--- config.mk ---
export PLATFORM = sky130hd
export DESIGN_NAME = mux_rr_arb
export DESIGN_NICKNAME = d
export VERILOG_FILES = /design/src/rtl/mux_rr_arb.sv
export SDC_FILE = /design/constraint.sdc
export NUM_CORES = 1
export LEC_CHECK = 0
export BUFFER_PORTS_ARGS = -buffer_cell sky130_fd_sc_hd__buf_2
export CAP_MARGIN = 20
export CELL_PAD_IN_SITES_DETAIL_PLACEMENT = 1
export CELL_PAD_IN_SITES_GLOBAL_PLACEMENT = 1
export CORE_ASPECT_RATIO = 0.5
export CORE_MARGIN = 5
export CORE_UTILIZATION = 32
export DETAILED_ROUTE_END_ITERATION = 16
export PLACE_DENSITY_LB_ADDON = 0.1
export SETUP_SLACK_MARGIN = 0.02
export SLEW_MARGIN = 15
export SYNTH_ARGS = -nofsm -noshare
export SYNTH_HDL_FRONTEND = slang
export SYNTH_SLANG_ARGS = --single-unit
export TNS_END_PERCENT = 10
--- constraint.sdc ---
create_clock -name CLK -period 2.88 [get_ports CLK]
set_input_delay 0.288 -clock CLK [delete_from_list [all_inputs] [get_ports CLK]]
set_output_delay 0.288 -clock CLK [all_outputs]
set_load 0.1 [all_outputs]
--- src/rtl/mux_rr_arb.sv ---
// rtl/mux_rr_arb.sv - N-input arbitrating mux with round-robin or fixed select and a registered 1-entry output
// A new item loads whenever the output is empty or being drained in the same cycle.
module mux_rr_arb #(
   parameter int WIDTH = 32,
   parameter int N     = 4,
   parameter int SEL_W = 2
) (
   input  logic               CLK,
   input  logic               RST,
   input  logic               MODE,
   input  logic [SEL_W-1:0]   SEL,
   input  logic [N*WIDTH-1:0] IN_DATA,
   input  logic [N-1:0]       IN_VALID,
   output logic [N-1:0]       IN_READY,
   output logic [WIDTH-1:0]   OUT_DATA,
   output logic [SEL_W-1:0]   OUT_SEL,
   output logic               OUT_VALID,
   input  logic               OUT_READY
);

   typedef enum logic {EMPTY = 1'b0, FULL = 1'b1} state_t;

   state_t           state;
   state_t           state_nxt;
   logic [SEL_W-1:0] ptr;
   logic [SEL_W-1:0] gnt;
   logic [SEL_W-1:0] scan_idx;
   logic             gnt_vld;
   logic             load;
   int               idx;
   logic [WIDTH-1:0] ch_data [N];

   for (genvar i = 0; i < N; i++) begin : g_split
      assign ch_data[i] = IN_DATA[i*WIDTH +: WIDTH];
   end

   assign load = (state == EMPTY) | OUT_READY;

   // Round-robin scans upward from ptr with wrap; fixed mode only looks at SEL.
   always_comb begin
      gnt      = '0;
      gnt_vld  = 1'b0;
      idx      = 0;
      scan_idx = '0;
      if (MODE) begin
         if (int'(SEL) < N) begin
            if (IN_VALID[SEL]) begin
               gnt     = SEL;
               gnt_vld = 1'b1;
            end
         end
      end else begin
         for (int k = 0; k < N; k++) begin
            idx = int'(ptr) + k;
            if (idx >= N) idx = idx - N;
            scan_idx = SEL_W'(idx);
            if (!gnt_vld && IN_VALID[scan_idx]) begin
               gnt     = scan_idx;
               gnt_vld = 1'b1;
            end
         end
      end
   end

   always_ff @(posedge CLK) begin
      if (RST) state <= EMPTY;
      else     state <= state_nxt;
   end

   always_comb begin
      state_nxt = state;
      if (load) state_nxt = gnt_vld ? FULL : EMPTY;
   end

   always_comb begin
      IN_READY  = '0;
      OUT_VALID = (state == FULL);
      if (!RST && load && gnt_vld) IN_READY[gnt] = 1'b1;
   end

   always_ff @(posedge CLK) begin
      if (RST) begin
         OUT_DATA <= '0;
         OUT_SEL  <= '0;
         ptr      <= '0;
      end else if (load && gnt_vld) begin
         OUT_DATA <= ch_data[gnt];
         OUT_SEL  <= gnt;
         if (!MODE) begin
            if (int'(gnt) == N - 1) ptr <= '0;
            else                    ptr <= gnt + SEL_W'(1);
         end
      end
   end

endmodule

==> Yosys cells after proc, flatten, opt, wreduce, memory -nomap -nowiden <==
Index checks and enable logic that the tools add are counted.
{ "op_classes": {"add_sub_neg": 8, "n_mux": 41, "shift": 0, "bitwise_logic": 4, "div_mod_pow": 0, "n_lt_le_gt_ge": 12, "multipliers": 0, "n_reduce_logical": 12, "n_eq_ne": 1} }
{ "op_table": {"columns": ["op", "n"], "rows": [
  ["$bmux W32 S2", 1],
  ["$mux W32", 2],
  ["$mux W2", 15],
  ["$lt A2 B3 Y1 const B", 6],
  ["$mux W1", 16],
  ["$ge A3 B3 Y1 const B", 4],
  ["$bmux W1 S2", 5],
  ["$sub A2 B1 Y2 const B", 4],
  ["$logic_and A1 B1 Y1", 7],
  ["$add A2 B2 Y3 const B", 2],
  ["$logic_not A1 Y1", 4],
  ["$mux W4", 1],
  ["$add A2 B1 Y3 const B", 1],
  ["$ge A2 B3 Y1 const B", 1],
  ["$not A2 Y3", 1],
  ["$add A2 B1 Y2 const B", 1],
  ["$demux W1 S2", 1],
  ["$eq A2 B1 Y1 const B", 1],
  ["$ge A2 B1 Y1 const B", 1],
  ["$not A1 Y1", 2],
  ["$reduce_and A2 Y1", 1],
  ["$or A1 B1 Y1", 1]
]} }
{ "totals": {"rom_bits": 0, "ramBits": 0, "reg_bits": 37, "in_bits": 138, "elab_cells": 82, "latchBits": 0, "output_inout_bits": 39, "mem_count": 0} }

==> Logic depth before layout (Yosys ltp) <==
Gate-level depths: netlist of run 1.
{ "depth": {"depth_word": 24, "ltp_mapped": 10, "ltp_nobuf": 7} }

==> Least setup slack after synthesis of run 1 <==
Ideal clock, no wire load.
{ "synth_path": {"path_kind": "flip-flop to output port", "from": "register ptr[1]", "to": "output port IN_READY[0]", "path_slack_ns": -0.466, "stages_incl_launch_ff": 9, "arrival_time_ns": 3.058, "path_cell_list": "dfxtp_1 -> nand2b_1 -> a21oi_1 -> o311a_1 -> buf_2 -> or4_1 -> buf_2 -> buf_6 -> nor2_1"} }
{ "synth_via": {"elab_chain_len": 24, "word_cells_on_any_way": 53, "cone_classes": "add/sub (7); order compare (6); mux (32); reduce/logical (8)"} }
{ "synth_rtl": {"columns": ["element", "line_no", "source"], "rows": [
  ["from (decl)", "25", "logic [SEL_W-1:0] ptr;"],
  ["from (signal assigned)", "91", "else ptr <= gnt + SEL_W'(1);"],
  ["$ge A2 B3 Y1 or $sub A2 B1 Y2 (tied branches)", "55", "if (idx >= N) idx = idx - N;"],
  ["$mux W2", "55", null],
  ["$mux W2", "45", "if (MODE) begin"],
  ["$bmux W1 S2", "57", "if (!gnt_vld && IN_VALID[scan_idx]) begin"],
  ["$mux W1 (implied by the code)", "57", null],
  ["$mux W1", "57", null],
  ["$mux W1", "45", null],
  ["$logic_not A1 Y1", "57", null],
  ["(+8 left out)", null, null],
  ["$logic_and A1 B1 Y1", "57", null],
  ["$mux W2", "57", null],
  ["$mux W2", "45", null],
  ["$lt A2 B3 Y1 (implied by the code) or $ge A2 B1 Y1 (tied branches)", "78", "if (!RST && load && gnt_vld) IN_READY[gnt] = 1'b1;"],
  ["$logic_and A1 B1 Y1 (implied by the code)", "78", null],
  ["$mux W1 (implied by the code)", "78", null],
  ["$demux W1 S2", "78", null],
  ["$mux W4 *", "78", null],
  ["to (decl)", "14", "output logic [N-1:0] IN_READY,"]
]} }
Every way passes the cells marked *; elsewhere a longest branch is shown, timed or not. The select of a mux whose other input is x is not followed.

==> Worst setup path after layout of run 1 <==
Same ends and word-level chain as after synthesis.

==> run metrics, run 1 <==
outcome=completed; GR Overflow Total=0; setup repair after global routing missed its margin=false; first-pass GRT wire length=~22000 um; Clock Skew=between 0.008 and 0.009 ns; WS Path Type=reg -> out; Synth area leader=dfxtp_1; fin crit period=approximately 2.7 ns; Chip Height=approximately 84 um; setup tns final=0 ns; Worst setup SP type=flip-flop; clock latency on the worst-skew pair=between 0.2 and 0.3 ns; LEAKAGE=between 2 and 2.5 nW; Final HPWL DP=between 10000 and 15000 um; most common cell after layout, fill and taps aside=buf_2; synth warn=0; Post-Syn Instances=about 430; Pins Over Slew Limit=0; Worst EP required=roughly 2.6 ns; WHS=around 0.28 ns; Root Driver=clkbuf_16; total clock sinks=37; final hold vios=0; Row Count=26; initial antenna violation count=3; pwr dens=525 nW/um2; initial core utilization=0.333; number of CTS-inserted buffers=5; die width=about 160 um; Layout area overhead=34.5%; Seq/Total Area, Yosys=0.213; CP cell instances=nand2b_1, a21oi_1, o311a_1, or4_2, nor2_2, buf_12; Final period util=0.938; ranking of synthesized cells by area=dfxtp_1, mux2i_1, o211ai_2, a22o_1, o221ai_1; most frequent cells in the layout=buf_2, dfxtp_1, a21oi_1, nand2_1, mux2i_1; measured slew at the worst slew-check pin=between 0.8 and 0.9 ns; total track usage=0.207; Post-CTS Hold Fix Bufs=0; Ports=about 180; worst min-delay path class=in -> reg; Post-CTS Resized=0; Total Power=2.45 mW; largest net degree at the start of global routing=36; crit path max-delay cell type=or4_2; VDD IR max=~0.22 mV; DR DRC count=0; Max Cap Violations=0; number of global-route vias before repair=approximately 4200; worst-path fanout max=7; post-synth cell types=34; Inst Count DP=slightly above 700; ANT cells=0; crit-path max cell delay=around 0.72 ns; number of I/O port buffers=around 180; Post-DRT Antenna Nets=0; GP Congestion=around 0.75; Avg Synthesized Cell Area=8.02 um2; Via density=~5.6; Core ar.=about 10000 um2; WP buf/inv=1; element type at the critical path end=primary output; Worst path top cell family by delay=simple AND/OR/NAND/NOR gates; DRT Wirelength=between 10000 and 15000 um; H-tree depth=2; TritonCTS clock tree=built; achievable clock frequency=around 0.37 GHz; Synthesized Nets=572; Final nets=715; non-filler instance count after layout=between 700 and 800; post-synth top area share=0.213; CTS clk-pin slew, worst paths=~0.060 ns; synthesized area=between 3000 and 4000 um2; clk buf depth=2; full die area=about 13000 um2; Setup Buffers After CTS=0; share of layout cells above drive strength 1=0.427; Slew HR=0.420; vias post-DR=between 4000 and 5000; DR pass1 iterations=4; DR WL/cell=between 15 and 20 um; Seq cells post-synth=37; Detailed Route Iter0 Violations=196; Critical Path AT=~2.4 ns; Final setup violation count=0
cell usage after synthesis (all sizes together):
master and count:
clkbuf 44, dfxtp 37, a21oi 36, mux2i 36, nand2 35, nand2b 34, a211oi 33, a22o 33
o21ai 33, o221ai 33, o211ai 32, buf 14, nor2 8, inv 5, nor2b 4, nor3 2
o21bai 2, o311a 2, or2 2, and2 1, and3 1, ha 1, mux4 1, nor3b 1
o22ai 1, or3 1, or4 1
worst paths after layout:
check | from | endpoint | slack [ns] | depth (start not counted)
worst min-delay path | RST | ptr[1] | 0.28 | 2
worst max register to register | ptr[1] | OUT_DATA[27] | 0.45 | 6
worst max-delay path | ptr[1] | IN_READY[0] | 0.18 | 6
worst min register to register | OUT_DATA[0] | OUT_DATA[0] | 0.46 | 2
state kept, by name, summed over array words and instances (netlist names):
name / cells
OUT_DATA: 32
OUT_SEL: 2
OUT_VALID: 1
ptr: 2
cells by family (layout without fill, tap and decap cells):
kind of cell	after synthesis	after routing	synth area share
AND/OR/NAND/NOR	90	90	0.131
multiplexers	37	37	0.110
adder cells (fa/ha/maj)	1	1	0.00360
AO/OA/AOI/OAI	205	205	0.462
flip-flops	37	37	0.213
buffers and inverters	63	206	0.0793
layout make-up:
type                            instances  area [um2]
Clock buffer                            7         143
Fill cell                            1328        5740
Inverter                                5        18.8
Multi-Input combinational cell        333        2530
Sequential cell                        37         741
Tap cell                              140         175
Timing Repair Buffer                  194        1060
power breakdown:
group	switching [mW]	internal [mW]	total (mW)
clock	0.226	0.341	0.567
combinational	0.928	0.340	1.27
sequential	0.0364	0.582	0.618
metal layers:
metal	part of all wire	GRT usage	vias to the layer above
met4	0.0017	0.0125	6
met1	0.46	0.287	1883
met3	0.095	0.0694	8
met2	0.44	0.325	153
li1	-	-	1954
met5	0.0026	0	-
per-stage QoR:
step	utilization	setup WS, ns	area, um2
CTS	0.448	0.158	4670
finish	0.448	0.178	4670
global route	0.448	0.0635	4670
floorplan	-	0.00483	3480
global placement	0.435	0.355	4530
detailed placement	0.435	0.363	4530
Note: power is estimated with default switching activity, not from simulation.
==> run 2: changes to the inputs <==
CORE_UTILIZATION = 25   (was 32)
==> run 2 against run 1 <==
Effect of this change:
- combinational power is essentially flat
- fmax fell by 0.17%
- critical endpoint is now IN_READY[3]
- core utilization fell by 10 points
- sequential share of layout area shrank 0.22 points
- clock power shrank 1%
==> run metrics, run 2 (same netlist as run 1, synthesis figures left out) <==
number of I/O port buffers=176 (unchanged); Post-DRT Antenna Nets=0 (unchanged); Clock Skew=0.00769 ns (-0.00119 ns); setup tns final=0 ns (unchanged); CTS clk-pin slew, worst paths=0.07 ns (about the same); most frequent cells in the layout=buf_2, dfxtp_1, a21oi_1, nand2_1, mux2i_1; Final HPWL DP=10400 um (+2.6%); non-filler instance count after layout=769 (+7.4%); Top reg by flops=OUT_DATA; achievable clock frequency=0.370 GHz (-0.17%); Total Power=2.45 mW (about the same); final instance area=4740 um2 (+1.6%); Max Cap Violations=0 (unchanged); total track usage=0.177 (-0.0298); Setup WS post-layout=0.174 ns (-0.00465 ns); clk buf depth=2 (unchanged); largest registers=OUT_DATA: 32 flops, OUT_SEL: 2 flops, ptr: 2 flops; Pins Over Slew Limit=0 (unchanged); worst-path fanout max=34 (+27); total clock sinks=37 (unchanged); most common cell after layout, fill and taps aside=buf_2; Detailed Route Iter0 Violations=135 (-31%); vias post-DR=4047 (+1.1%); worst min-delay path class=in -> reg; ANT cells=0 (unchanged); DRT Wirelength=14700 um (+4.7%); Core ar.=13600 um2 (+31%); VDD IR max=0.182 mV (-19%); Chip Height=93.3 um (+12%); max reg flops=32 (unchanged); die width=177 um (+12%); TritonCTS clock tree=built; share of layout cells above drive strength 1=0.433 (+0.00619); CP cell instances=nand2b_1, a21oi_1, o311a_2, buf_4, or2_2, ha_1, and2_1, buf_12; full die area=16500 um2 (+25%); Worst path top cell family by delay=simple AND/OR/NAND/NOR gates; pwr dens=518 nW/um2 (-1.5%); Final setup violation count=0 (unchanged); LEAKAGE=2.20 nW (+0.21%); fin crit period=2.71 ns (+0.00465 ns); pre-CTS WS=0.226 ns (-0.137 ns); dpl cell area=4590 um2 (+1.4%); Root Driver=clkbuf_16; Row Count=30 (+15%); Worst setup SP type=flip-flop; filler instances=1691 (+27%); WHS=0.295 ns (+0.0113 ns); WS Path Type=reg -> out; Final nets=715 (unchanged); Inst Count DP=761 (+7.3%); first-pass GRT wire length=23500 um (+5.1%); Ports=177 (unchanged); GP Congestion=0.758 (+1.2%); DR DRC count=0 (unchanged); number of global-route vias before repair=4346 (+3.5%); DR WL/cell=19.2 um (-2.5%); Slew HR=0.421 (+0.00128); Final period util=0.940 (+0.00161); GR Overflow Total=0 (unchanged); H-tree depth=2 (unchanged); element type at the critical path end=primary output; measured slew at the worst slew-check pin=0.867 ns (-0.00192 ns); Util after Layout=0.349 (-0.0995); number of CTS-inserted buffers=5 (unchanged); Via density=5.26 (-5.9%); final hold vios=0 (unchanged); Critical Path AT=2.42 ns (about the same); DR pass1 iterations=4 (unchanged); WP buf/inv=2 (+1); crit path max-delay cell type=dfxtp_2; largest net degree at the start of global routing=48 (+33%); outcome=completed; initial core utilization=0.255 (-0.0780); crit-path max cell delay=0.40 ns (-0.32 ns); Layout area overhead=36.6%; setup repair after global routing missed its margin=false; clock latency on the worst-skew pair=0.29 ns (about the same); initial antenna violation count=0 (-3); Worst EP required=2.59 ns (about the same)
==> run 2: path summary, 6_finish.rpt <==
kind         slack [ns]   startpoint  depth (start not counted)           to
max                0.17       ptr[1]                          8  IN_READY[3]
min                0.29  IN_DATA[33]                          3  OUT_DATA[1]
max reg2reg        0.65       ptr[1]                          8       ptr[1]
min reg2reg        0.46  OUT_DATA[0]                          2  OUT_DATA[0]
==> run 2: metal layers <==
layer  vias to the layer above  part of all wire  GRT usage
met2                       102              0.44      0.289
li1                       1963                 -          -
met4                         0            0.0050     0.0238
met3                         4             0.057     0.0380
met1                      1978              0.50      0.246
met5                         -                 0          0
==> run 2: area by class of cell <==
| cell class | instances | area (um2) | share of cell area |
|---|---|---|---|
| sequential | 37 | 742 | 0.157 |
| clock buffer | 6 | 129 | 0.0272 |
| clock inverter | 2 | 10.0 | 0.00211 |
| tap | 192 | 240 | 0.0507 |
| timing repair buffer | 194 | 1060 | 0.223 |
| multi-input combinational | 333 | 2540 | 0.537 |
| inverter | 5 | 18.8 | 0.00396 |
==> run 2: power by group <==
part	internal [mW]	total, mW	switching (mW)	leakage, nW
Clock	0.319	0.561	0.242	0.0706
Combinational	0.342	1.28	0.935	1.82
Sequential	0.582	0.617	0.0346	0.306
Total	1.24	2.45	1.21	2.20
==> run 2: repair_timing <==
item | in CTS | in global routing
cloned | 0 | 0
setup buffers | 0 | 0
gates resized for setup | 2 | 3
endpoints found under the setup margin | 2 | 2
hold buffers | 0 | 0
==> run 2: worst register-to-register path: cells and delay by family, from the launching register on <==
kind,cells,cell delay [ns]
compound gates,2,0.44
fa+ha+maj,1,0.31
buf+inv,1,0.28
flops,1,0.40
mux,1,0.15
simple gates,3,0.54
